File: src/rtl/timestable_rd_arbiter.sv
`default_nettype none
// ============================================================================
// Module      : timestable_rd_arbiter
// Description : Round-robin arbiter for two operand requesters that share one
//               64-entry times-table memory behind an AXI4-lite read port.
//               Each granted request issues one AR/R handshake. The 6-bit
//               product then comes back with a one-cycle done pulse and an
//               error flag.
// Ports       : clk, rst              - clock, synchronous active-high reset
//               req0/req1             - level requests, held until done
//               a0,b0 / a1,b1         - 3-bit operands, sampled at grant
//               done0/done1           - one-cycle completion pulses
//               result0/result1       - product, held until the next done
//               err0/err1             - bad rresp or timeout, held like result
//               busy                  - transaction in flight (not IDLE)
//               m_axi_ar* / m_axi_r*  - AXI4-lite read address/data channels
// Revision    : 1.0 - initial release
// ============================================================================
module timestable_rd_arbiter #(
    parameter logic [31:0] BASE_ADDR = 32'h0000_0000,
    parameter logic [3:0]  TIMEOUT   = 4'd15
) (
    input  logic        clk,
    input  logic        rst,
    input  logic        req0,
    input  logic [2:0]  a0,
    input  logic [2:0]  b0,
    input  logic        req1,
    input  logic [2:0]  a1,
    input  logic [2:0]  b1,
    output logic        done0,
    output logic [5:0]  result0,
    output logic        err0,
    output logic        done1,
    output logic [5:0]  result1,
    output logic        err1,
    output logic        busy,
    output logic [31:0] m_axi_araddr,
    output logic        m_axi_arvalid,
    input  logic        m_axi_arready,
    input  logic [31:0] m_axi_rdata,
    input  logic [1:0]  m_axi_rresp,
    input  logic        m_axi_rvalid,
    output logic        m_axi_rready
);

    typedef enum logic [1:0] {
        S_IDLE = 2'd0,
        S_ADDR = 2'd1,
        S_DATA = 2'd2,
        S_DONE = 2'd3
    } state_t;

    state_t      r_state;
    logic        r_last;     // port granted most recently
    logic        r_port;     // port owning the current transaction
    logic [3:0]  r_cnt;      // DATA-phase wait counter

    logic        w_any_req;
    logic        w_pick1;
    logic [2:0]  w_a;
    logic [2:0]  w_b;
    logic [31:0] w_addr;
    logic        w_unused_rdata;

    always_comb begin
        w_any_req = req0 | req1;
        // Port 1 wins when it asks alone, or on a tie when port 0 went last.
        w_pick1   = req1 & (~req0 | ~r_last);
        w_a       = w_pick1 ? a1 : a0;
        w_b       = w_pick1 ? b1 : b0;
        w_addr    = BASE_ADDR + {26'b0, w_a, w_b};
    end

    // Products fit in six bits; the upper read data is don't-care.
    assign w_unused_rdata = ^m_axi_rdata[31:6];

    always_ff @(posedge clk) begin
        if (rst) begin
            r_state       <= S_IDLE;
            r_last        <= 1'b1;
            r_port        <= 1'b0;
            r_cnt         <= 4'd0;
            m_axi_araddr  <= 32'd0;
            m_axi_arvalid <= 1'b0;
            m_axi_rready  <= 1'b0;
            done0         <= 1'b0;
            done1         <= 1'b0;
            result0       <= 6'd0;
            result1       <= 6'd0;
            err0          <= 1'b0;
            err1          <= 1'b0;
            busy          <= 1'b0;
        end else begin
            done0 <= 1'b0;
            done1 <= 1'b0;
            case (r_state)
                S_IDLE: begin
                    if (w_any_req) begin
                        r_port        <= w_pick1;
                        m_axi_araddr  <= w_addr;
                        m_axi_arvalid <= 1'b1;
                        busy          <= 1'b1;
                        r_state       <= S_ADDR;
                    end
                end
                S_ADDR: begin
                    // arvalid stays up until accepted; no abort here.
                    if (m_axi_arvalid && m_axi_arready) begin
                        m_axi_arvalid <= 1'b0;
                        m_axi_rready  <= 1'b1;
                        r_cnt         <= 4'd0;
                        r_state       <= S_DATA;
                    end
                end
                S_DATA: begin
                    if (m_axi_rvalid && m_axi_rready) begin
                        m_axi_rready <= 1'b0;
                        if (r_port) begin
                            done1   <= 1'b1;
                            result1 <= m_axi_rdata[5:0];
                            err1    <= (m_axi_rresp != 2'b00);
                        end else begin
                            done0   <= 1'b1;
                            result0 <= m_axi_rdata[5:0];
                            err0    <= (m_axi_rresp != 2'b00);
                        end
                        r_state <= S_DONE;
                    end else if (r_cnt == (TIMEOUT - 4'd1)) begin
                        // Last permitted DATA cycle passed without rvalid.
                        // Dropping rready makes any late beat harmless.
                        m_axi_rready <= 1'b0;
                        if (r_port) begin
                            done1   <= 1'b1;
                            result1 <= 6'd0;
                            err1    <= 1'b1;
                        end else begin
                            done0   <= 1'b1;
                            result0 <= 6'd0;
                            err0    <= 1'b1;
                        end
                        r_state <= S_DONE;
                    end else begin
                        r_cnt <= r_cnt + 4'd1;
                    end
                end
                S_DONE: begin
                    r_last  <= r_port;
                    r_cnt   <= 4'd0;
                    busy    <= 1'b0;
                    r_state <= S_IDLE;
                end
                default: r_state <= S_IDLE;
            endcase
        end
    end

endmodule
`default_nettype wire

File: config.mk
export PLATFORM = sky130hd
export DESIGN_NAME = timestable_rd_arbiter
export DESIGN_NICKNAME = d
export VERILOG_FILES = /design/src/rtl/timestable_rd_arbiter.sv
export SDC_FILE = /design/constraint.sdc
export NUM_CORES = 1
export LEC_CHECK = 0
export ABC_CLOCK_PERIOD_IN_PS = 2160
export BUFFER_PORTS_ARGS = -buffer_cell sky130_fd_sc_hd__buf_2
export CORE_MARGIN = 4
export CORE_UTILIZATION = 42
export DETAILED_ROUTE_END_ITERATION = 8
export PLACE_DENSITY = 0.91
export REMOVE_ABC_BUFFERS = 1
export SLEW_MARGIN = 15
export SYNTH_ARGS = -nofsm -noshare
export SYNTH_HDL_FRONTEND = slang
export SYNTH_SLANG_ARGS = --single-unit
File: constraint.sdc
create_clock -name clk -period 2.16 [get_ports clk]
set_input_delay 0.432 -clock clk [delete_from_list [all_inputs] [get_ports clk]]
set_output_delay 0.432 -clock clk [all_outputs]
set_load 0.01 [all_outputs]
-- After elaboration in Yosys (flattened, before gate mapping)
Index checks and enable logic that the tools add are counted.
- logic and storage cells: 93
- output and inout port bits: 51
- register bits: 33
- equal/unequal tests: 13
- add/sub/neg operators: 1
- bitwise gates (word level): 6
- multiplexer cells: 41
- reductions and logical operators: 18
- operators with widths (cell ; number):
    6-bit 2-to-1 mux ; 8
    1-bit 2-to-1 mux ; 19
    2-bit inequality test, second input constant ; 8
    4-bit 2-to-1 mux ; 3
    4-bit case mux with 3 select lines ; 1
    4-bit AND reduction ; 3
    2-bit nonzero test ; 5
    3-bit AND reduction ; 3
    2-bit 2-to-1 mux ; 4
    2-bit case mux with 4 select lines ; 1
    3-bit 2-to-1 mux ; 2
    1-bit case mux with 2 select lines ; 3
    4-bit by 1-bit adder with 4-bit output, second input constant ; 1
    2-bit equality test, second input constant ; 2
    4-bit equality test, second input constant ; 1
    2-bit AND reduction ; 2
    3-bit inequality test, second input constant ; 1
    1-bit NOT ; 3
    3-bit nonzero test ; 1
    2-bit by 1-bit equality test with 1-bit output, second input constant ; 1
    1-bit logical AND ; 2
    2-bit logical NOT ; 1
    1-bit bitwise OR ; 2
    2-bit OR reduction ; 1
    1-bit AND ; 1

-- Longest topological paths before layout
Gate-level depths: netlist of run 1.
- depth in word-level cells: 4
- mapped depth: 7
- depth with buffers taken out: 6

-- Worst setup path after synthesis of run 1
Ideal clock, no wire load.
- path kind: reg-to-reg
- start point: reg r_cnt[0]
- end point: reg r_cnt[3]
- required time: 2.090 ns
- stages on the path, launching flop included: 7
- arrival time: 1.801 ns
- setup slack: 0.290 ns
- buffers on the path: 0
- period minus slack after synthesis: 1.870 ns
- setup time: 0.070 ns
- path through: dfxtp_1 -> inv_1 -> ha_1 -> a32o_1 -> a211o_1 -> or4_1 -> a21oi_1
- cells in the longest elaborated chain, start to end: 4
- elaborated cells between the ends (all ways): 7
- those cells by class: add/sub: 1; eq/ne: 2; mux: 3; reduce/logical: 1
- RTL lines (item ; line ; source):
    start, declared ; 57 ; logic [3:0] r_cnt;
    start signal, assigned ; 144 ; r_cnt <= r_cnt + 4'd1;
    4-bit by 1-bit adder with 4-bit output ; 144 ;
    4-bit 2-to-1 mux ; 129 ; end else if (r_cnt == (TIMEOUT - 4'd1)) begin
    4-bit 2-to-1 mux ; 117 ; if (m_axi_rvalid && m_axi_rready) begin
    4-bit case mux with 3 select lines ; 97 ; case (r_state)
Several ways; a longest one is shown, not always the timed one. The select of a mux whose other input is x is not followed.
A chain may end at the register's enable or synchronous reset.

-- Worst setup path in the final report of run 1
Ends and elaborated chain as after synthesis.

==> reports/summary.txt, run 1 <==
critical path endpoint category = flop
worst slew pin tran = 0.646 ns
flops & latches, synth = 33
register area = 661 um^2
core outline area = 3720 um^2
Worst Path Max Fanout = 6
hold crit path type = input pin to flop
unrepaired setup endpoints after global routing = false
mapped cell area = 1640 um^2
hold slack = 0.408 ns
area grow syn2layout = 17.7%
Leakage = 0.000880 uW
CP Data Required Time = 2.38 ns
setup TNS = 0 ns
Seq/Total Area, Yosys = 40.2%
synth cell count leaders = dfxtp_1 (33), buf_4 (26), a21oi_1 (20)
worst vdd ir = 0.000634 V
Worst Skew = 0.00559 ns
Iteration-0 DRC Markers = 108
CTS tree = built
total of max-cap violations = 0
post-CTS sizing = 0
synth top area cells = dfxtp_1 (40%), buf_4 (12%), a21oi_1 (6.1%)
Final min period = 2.00 ns
Critical Path Max Stage Delay = 0.48 ns
Worst setup SP type = flop
I/O pin count = 103
# diodes = 0
Num CTS Buffers = 5
postcts setup bufs = 0
die width = 70.5 um
most frequent cell after synthesis = dfxtp_1
post-synth top area share = 40.2%
H-tree Lvls = 2
Critical Setup Path Class = flop to flop
post-route ant nets = 0
Post-layout nets = 299
count of flip-flops with a built-in enable after synthesis = 0
Initial DRT Pass Iterations = 4
status = finished clean
Tcrit/Tclk final = 92.7%
worst skew pair latency = 0.28 ns
Max Buffers Root-to-Sink = 2
# DRC = 0
fill count = 365
drt total wl = 3490 um
Rows = 22
mean post-synth cell area = 8.64 um^2
initial antenna violation count = 0
vias in the first global route = 1,276
yosys warns = 0
Slew Viols, Final = 0
die area = 4970 um^2
largest area contributor in the netlist = dfxtp_1
Worst path slowest cell = or4_1
CTS hold repair buffers = 0
Synth async-reset ratio = 0%
Synth Flop Type = dfxtp_1
Cell Pwr Density = 969 nW/um^2
Via-to-Cell Ratio = 4.84
f_max = 499 MHz
largest net degree at the start of global routing = 34
Post-Syn Instances = 190
layout cell share with drive strength beyond 1 = 26.4%
WL per Instance = 12.0 um
Reg clk slew, reported paths = 0.07 ns
port bufs = 50
worst endpoint data arrival time = 2.22 ns
Unique masters post-synth = 33
final hold vios = 0
Die Ht = 70.5 um
headroom to the max-slew limit = 56.9%
crit-path cells = inv_1 -> ha_1 -> a32o_1 -> a211o_1 -> or4_1 -> a21oi_1
GR Overflow Total = 0
setup-violating endpoint count in the final report = 0
gr usage total = 14.1%
Initial Util = 44.2%
GPL Wtd Cong = 0.787
total number of vias = 1,404
root buf cell = clkbuf_8
clock sink count = 33
global-route wire length before repair = 5690 um
detailed placement HPWL = 2620 um
area occupied by multi-input gates = 807 um^2
==> critical path, delay by kind of cell, from the launching register on <==
kind | cells | cell delay, ns
AO/OA/AOI/OAI | 3 | 0.82
AND/OR/NAND/NOR | 1 | 0.48
buffers and inverters | 1 | 0.08
adder cells (fa/ha/maj) | 1 | 0.21
flip-flops | 1 | 0.35
==> per-stage QoR <==
| step | worst slack (ns) | utilization (%) | instances | instance area (um^2) | total power, uW |
|---|---|---|---|---|---|
| after detailed placement | 0.162 | 49.3 | 282 | 1830 | 1380 |
| final | 0.157 | 52.0 | 290 | 1930 | 1870 |
| after CTS | 0.158 | 52.0 | 290 | 1930 | 1890 |
| after global placement | 0.218 | 49.3 | 282 | 1830 | 1360 |
| after floorplan | 0.290 | - | 180 | 1490 | 1160 |
| after global routing | 0.0576 | 52.0 | 290 | 1930 | 2010 |
==> area by class of cell <==
cell class / count / share of cell area [%]
clock buffer: 7 / 4.99
clock inverter: 1 / 0.259
inverter: 6 / 1.17
multi-input combinational: 141 / 41.8
sequential: 33 / 34.2
tap: 48 / 3.11
timing repair buffer: 54 / 14.5
==> per-layer routing <==
metal	track usage (%)	wire length, um	vias to the layer above
li1	-	-	717
met3	4.32	319	7
met5	0	0	-
met4	5.11	63	0
met2	23.2	1640	61
met1	17.3	1470	619
==> report_power, final <==
part / leakage, uW / internal [uW] / total [uW] / switching, uW
clock network: 0.0000542 / 288 / 510 / 222
registers: 0.000269 / 695 / 753 / 57.8
logic: 0.000558 / 243 / 610 / 366
==> final timing paths <==
kind	start	end	slack, ns	cells after the start
hold reg to reg	result1[1]$_SDFFE_PP0P_	result1[1]$_SDFFE_PP0P_	0.45	2
setup / recovery	r_cnt[0]$_SDFFE_PP0P_	r_cnt[3]$_SDFFE_PP0P_	0.16	6
hold / removal	m_axi_rdata[5]	result0[5]$_SDFFE_PP0P_	0.41	3
setup reg to reg	r_cnt[0]$_SDFFE_PP0P_	r_cnt[3]$_SDFFE_PP0P_	0.16	6
==> logic make-up (layout without fill, tap and decap cells) <==
| logic type | Yosys count | after routing | share of synthesized area, % |
|---|---|---|---|
| AO/OA/AOI/OAI | 48 | 48 | 17.9 |
| adder cells (fa/ha/maj) | 6 | 6 | 4.57 |
| other | 1 | 26 | 0.228 |
| flip-flops | 33 | 33 | 40.2 |
| AND/OR/NAND/NOR | 53 | 53 | 15.9 |
| buffers and inverters | 41 | 68 | 16.3 |
| multiplexers | 8 | 8 | 4.88 |
==> flip-flops by register name (all words and copies together), names as in the netlist <==
name and flops:
busy 1, done0 1, done1 1, err0 1, err1 1, m_axi_araddr 6, m_axi_arvalid 1, m_axi_rready 1
r_cnt 4, r_last 1, r_port 1, r_state 2, result0 6, result1 6
==> layout by cell type, fill, tap and decap left out, types with 7 or more instances in the layout <==
master / synthesis / routed
dfxtp_1: 33 / 33
buf_2: 0 / 50
mux2i_1: 8 / 8
o21ai_0: 11 / 11
nand3_1: 8 / 8
conb_1: 1 / 26
clkbuf_8: 1 / 7
nand4_1: 7 / 7
nand2_1: 11 / 11
a211oi_1: 7 / 7
a21oi_1: 20 / 20
nor2_1: 14 / 14
Power figures use the tool's default switching activity.
==> run 2, diff against run 1 <==
- CORE_UTILIZATION: 42 -> 40
- PLACE_DENSITY: 0.91 -> 0.88
==> run 2 against run 1 <==
Against the previous run: global-route usage down 0.49 points; clock power about the same; sequential power up 2%; non-clock buffer count down 1; first-iteration DRC count down 46%; critical path depth unchanged; maximum frequency up 0.20%; final cell count up 0.34%; critical path type unchanged.
==> reports/summary.txt, run 2 (synthesis results as in run 1) <==
clock sink count = 33 (unchanged)
Reg clk slew, reported paths = 0.07 ns (about the same)
fill count = 392 (+7.4%)
Initial Util = 41.3% (-2.8 points)
# DRC = 0 (unchanged)
post-CTS sizing = 0 (unchanged)
Critical Path Max Stage Delay = 0.48 ns (about the same)
Worst Skew = 0.00597 ns (+0.000385 ns)
status = finished clean
total of max-cap violations = 0 (unchanged)
CP Data Required Time = 2.37 ns (about the same)
f_max = 500 MHz (+0.20%)
most frequent cells in the layout = buf_2 (50), dfxtp_1 (33), conb_1 (26), a21oi_1 (20), nor2_1 (14)
Slew Viols, Final = 0 (unchanged)
layout cell share with drive strength beyond 1 = 26.1% (-0.31 points)
Die Ht = 72.1 um (+2.2%)
setup-violating endpoint count in the final report = 0 (unchanged)
worst endpoint data arrival time = 2.21 ns (about the same)
drt total wl = 3460 um (-0.92%)
unrepaired setup endpoints after global routing = false
headroom to the max-slew limit = 56.0% (-0.88 points)
biggest regs = m_axi_araddr (6), result0 (6), result1 (6)
die area = 5190 um^2 (+4.4%)
Critical Setup Path Class = flop to flop
CTS tree = built
Via-to-Cell Ratio = 4.89 (+0.93%)
cell internal pwr = 1220 uW (-0.31%)
WL per Instance = 11.9 um (-1.3%)
Cell Pwr Density = 972 nW/um^2 (+0.26%)
Worst path slowest cell = or4_1
postcts setup bufs = 0 (unchanged)
core outline area = 3970 um^2 (+6.9%)
critical path endpoint category = flop
# diodes = 0 (unchanged)
initial antenna violation count = 0 (unchanged)
GR Overflow Total = 0 (unchanged)
Num CTS Buffers = 5 (unchanged)
total number of vias = 1,422 (+1.3%)
global-route wire length before repair = 5580 um (-1.9%)
vias in the first global route = 1,281 (+0.39%)
CTS hold repair buffers = 0 (unchanged)
Leakage = 0.000875 uW (-0.60%)
pre-CTS setup slack = 0.177 ns (+0.0157 ns)
setup TNS = 0 ns (unchanged)
CP top delay family = compound AO/OA/AOI/OAI gates
Sw Share = 34.7% (+0.20 points)
I/O pin count = 103 (unchanged)
Initial DRT Pass Iterations = 4 (unchanged)
largest net degree at the start of global routing = 34 (unchanged)
root buf cell = clkbuf_8
Tcrit/Tclk final = 92.5% (-0.19 points)
worst skew pair latency = 0.28 ns (about the same)
hold crit path type = input pin to flop
Final min period = 2.00 ns (-0.00403 ns)
gr usage total = 13.6% (-0.49 points)
crit-path cells = inv_1 -> ha_1 -> a32o_1 -> a211o_1 -> or4_1 -> a21oi_1
area grow syn2layout = 17.4%
H-tree Lvls = 2 (unchanged)
final hold vios = 0 (unchanged)
post-route ant nets = 0 (unchanged)
Post-layout nets = 298 (-0.33%)
fin worst setup slack = 0.161 ns (+0.00403 ns)
Worst Path Buf+Inv = 1 (unchanged)
switching power summed over all nets = 650 uW (+0.58%)
most common cell after layout, fill and taps aside = buf_2
port bufs = 50 (unchanged)
worst slew pin tran = 0.659 ns (+0.0131 ns)
Max Buffers Root-to-Sink = 2 (unchanged)
GPL Wtd Cong = 0.747 (-5.1%)
detailed placement HPWL = 2560 um (-2.2%)
Clock power frac = 27.1% (about the same)
Rows = 23 (+4.5%)
Worst setup SP type = flop
die width = 72.1 um (+2.2%)
Iteration-0 DRC Markers = 58 (-46%)
worst vdd ir = 0.000551 V (-13%)
Worst Path Max Fanout = 6 (unchanged)
Reg power frac = 40.9% (+0.7 points)
Logic pwr share = 32.0% (-0.6 points)
run 2: power by group through the flow:
stage / logic [uW] / registers (uW) / clock network [uW]
after floorplan: 366 / 796 / 0
after global placement: 578 / 776 / 0
after detailed placement: 600 / 780 / 0
after CTS: 602 / 767 / 526
after global routing: 688 / 783 / 550
final: 599 / 766 / 508
run 2: cell type report:
type / count / area, um^2 / share of cell area (%)
multi-input cells: 141 / 807 / 41.9
well taps: 50 / 62.6 / 3.25
flip-flops and latches: 33 / 661 / 34.3
clock inverters: 1 / 5.00 / 0.260
repair buffers: 53 / 273 / 14.2
inverters: 6 / 22.5 / 1.17
clock buffers: 7 / 96.3 / 5.00
run 2: path summary, 6_finish.rpt:
kind	cells past startpoint	startpoint	slack (ns)	endpoint
worst min register to register	2	result1[3]$_SDFFE_PP0P_	0.45	result1[3]$_SDFFE_PP0P_
worst min-delay path	3	m_axi_rdata[3]	0.41	result0[3]$_SDFFE_PP0P_
worst max-delay path	6	r_cnt[0]$_SDFFE_PP0P_	0.16	r_cnt[3]$_SDFFE_PP0P_
worst max register to register	6	r_cnt[0]$_SDFFE_PP0P_	0.16	r_cnt[3]$_SDFFE_PP0P_
run 2: per-stage QoR:
step / area (um^2) / hold WS (ns) / total power, uW / util [%] / instances
after floorplan: 1490 / 0.459 / 1160 / - / 180
after global placement: 1830 / 0.440 / 1350 / 46.0 / 283
after detailed placement: 1830 / 0.446 / 1380 / 46.0 / 283
after CTS: 1930 / 0.401 / 1890 / 48.5 / 291
after global routing: 1930 / 0.395 / 2020 / 48.5 / 291
final: 1930 / 0.415 / 1870 / 48.5 / 291
run 2: layer usage:
metal / GRT usage, % / vias to the layer above / part of all wire, %
met5: 0 / - / 0
met4: 3.76 / 0 / 0.49
met3: 6.23 / 2 / 9.9
met2: 21.5 / 64 / 46
met1: 16.6 / 638 / 44
li1: - / 718 / -
run 2: worst min-delay path: cells and delay by family:
kind,cells,cell delay (ns)
buf+inv,1,0.11
simple gates,1,0.05
compound gates,1,0.05
==> run 3, diff against run 2 <==
- ABC_CLOCK_PERIOD_IN_PS: 2160 -> 2000
- clock period: 2.16 -> 2 ns (I/O delays scaled with it)
==> run 3 against run 2 <==
Against the previous run: non-clock buffer count grew 3; utilization grew 0.13 points; worst setup slack lost 0.068 ns; power grew 4.5%; final cell count grew 1.0%; largest cell class unchanged.
==> reports/summary.txt, run 3 (synthesis results as in run 1) <==
f_max = 524 MHz (+4.8%)
fin cells = 294 (+1.0%)
headroom to the max-slew limit = 60.3% (+4.2 points)
Tcrit/Tclk final = 95.3% (+2.8 points)
Max Buffers Root-to-Sink = 2 (unchanged)
GPL Wtd Cong = 0.753 (+0.82%)
fin worst setup slack = 0.0933 ns (-0.0679 ns)
Initial Util = 41.3% (unchanged)
CTS hold repair buffers = 0 (unchanged)
drt total wl = 3400 um (-1.8%)
fill count = 396 (+1.0%)
area grow syn2layout = 17.7%
# DRC = 0 (unchanged)
Via-to-Cell Ratio = 4.83 (-1.2%)
Cell Pwr Density = 1010 nW/um^2 (+4.2%)
Post-layout nets = 301 (+1.0%)
Final min period = 1.91 ns (-0.0921 ns)
dpl cells = 286 (+1.1%)
Overall Power = 1960 uW (+4.5%)
CP Data Required Time = 2.22 ns (-0.15 ns)
core outline area = 3970 um^2 (unchanged)
I/O pin count = 103 (unchanged)
GR Overflow Total = 0 (unchanged)
worst endpoint data arrival time = 2.12 ns (-0.09 ns)
CTS tree = built
gr usage total = 13.4% (-0.19 points)
critical path endpoint category = flop
global-route wire length before repair = 5450 um (-2.3%)
most frequent cells in the layout = buf_2 (50), dfxtp_1 (32), conb_1 (26), a21oi_1 (20), nor2_1 (14)
biggest regs = m_axi_araddr (6), result0 (6), result1 (6)
vias in the first global route = 1,245 (-2.8%)
initial antenna violation count = 0 (unchanged)
worst slew pin tran = 0.596 ns (-0.0633 ns)
pre-CTS setup slack = 0.0374 ns (-0.140 ns)
Worst Path Max Fanout = 6 (unchanged)
postcts setup bufs = 0 (unchanged)
Leakage = 0.000883 uW (+0.94%)
total of max-cap violations = 0 (unchanged)
post-route ant nets = 0 (unchanged)
register area = 662 um^2 (+0.19%)
Worst Skew = 0.00559 ns (-0.000384 ns)
clock sink count = 33 (unchanged)
# diodes = 0 (unchanged)
Slew Viols, Final = 0 (unchanged)
die area = 5190 um^2 (unchanged)
H-tree Lvls = 2 (unchanged)
worst skew pair latency = 0.28 ns (about the same)
Worst setup SP type = flop
hold crit path type = input pin to flop
total number of vias = 1,419 (-0.21%)
Iteration-0 DRC Markers = 46 (-21%)
Reg clk slew, reported paths = 0.07 ns (about the same)
die width = 72.1 um (unchanged)
worst reg2reg path startpoint = r_cnt[0]$_SDFFE_PP0P_
final hold vios = 0 (unchanged)
largest net degree at the start of global routing = 34 (unchanged)
setup-violating endpoint count in the final report = 0 (unchanged)
root buf cell = clkbuf_8
FF-to-FF End = r_cnt[3]$_SDFFE_PP0P_
unrepaired setup endpoints after global routing = false
Initial DRT Pass Iterations = 4 (unchanged)
setup TNS = 0 ns (unchanged)
layout cell share with drive strength beyond 1 = 27.0% (+0.91 points)
status = finished clean
detailed placement HPWL = 2560 um (about the same)
post-CTS sizing = 0 (unchanged)
cells on worst reg2reg path = 6 (unchanged)
reg2reg setup slack = 0.09 ns (-0.07 ns)
worst vdd ir = 0.000509 V (-7.5%)
Critical Setup Path Class = flop to flop
Setup crit end = r_cnt[3]$_SDFFE_PP0P_
Core Util, Final = 48.6% (+0.13 points)
Rows = 23 (unchanged)
Die Ht = 72.1 um (unchanged)
CP startpoint = r_cnt[0]$_SDFFE_PP0P_
Num CTS Buffers = 5 (unchanged)
area occupied by multi-input gates = 807 um^2 (unchanged)
WL per Instance = 11.6 um (-2.9%)
port bufs = 50 (unchanged)
most common cell after layout, fill and taps aside = buf_2
==> run 3: through the flow <==
step	area, um^2	hold slack (ns)
after floorplan	1490	0.459
after global placement	1850	0.440
after detailed placement	1850	0.446
after CTS	1930	0.368
after global routing	1930	0.366
final	1930	0.379
==> run 3: area by class of cell <==
cell class | instances | share of cell area, %
clock buffer | 6 | 3.76
clock inverter | 2 | 0.518
inverter | 6 | 1.17
multi-input combinational | 141 | 41.8
sequential | 33 | 34.3
tap | 50 | 3.24
timing repair buffer | 56 | 15.3
==> run 3: layer usage <==
layer / global-route usage [%] / wire length (um) / vias up
li1: - / - / 724
met4: 5.01 / 48 / 0
met5: 0 / 0 / -
met1: 15.5 / 1420 / 632
met3: 6.93 / 365 / 7
met2: 21.0 / 1560 / 56
==> run 3: how the worst min path moves through the flow <==
| stage | from | end | slack, ns | cells after the start |
|---|---|---|---|---|
| 2_1_floorplan | r_cnt[1]$_SDFFE_PP0P_ | r_cnt[1]$_SDFFE_PP0P_ | 0.46 | 2 |
| 3_3_place_gp | result1[1]$_SDFFE_PP0P_ | result1[1]$_SDFFE_PP0P_ | 0.44 | 2 |
| 3_5_place_dp | result1[2]$_SDFFE_PP0P_ | result1[2]$_SDFFE_PP0P_ | 0.45 | 2 |
| 4_1_cts | m_axi_rdata[4] | result0[4]$_SDFFE_PP0P_ | 0.37 | 3 |
| 5_1_grt | m_axi_rdata[1] | result0[1]$_SDFFE_PP0P_ | 0.37 | 3 |
| 6_report | m_axi_rdata[4] | result0[4]$_SDFFE_PP0P_ | 0.38 | 3 |
==> run 3: critical path, cell delays in order (launching register included) <==
cell and delay [ns]:
dfxtp_2 0.34, inv_1 0.06, ha_1 0.21, a32o_1 0.28, a211o_1 0.33, or4_1 0.49
a21oi_1 0.14
==> run 3: where the power goes <==
group / total (uW) / leakage [uW] / internal (uW) / switching, uW
Clock: 477 / 0.0000450 / 241 / 237
Combinational: 658 / 0.000569 / 266 / 391
Sequential: 821 / 0.000269 / 751 / 69.6
Total: 1960 / 0.000883 / 1260 / 698
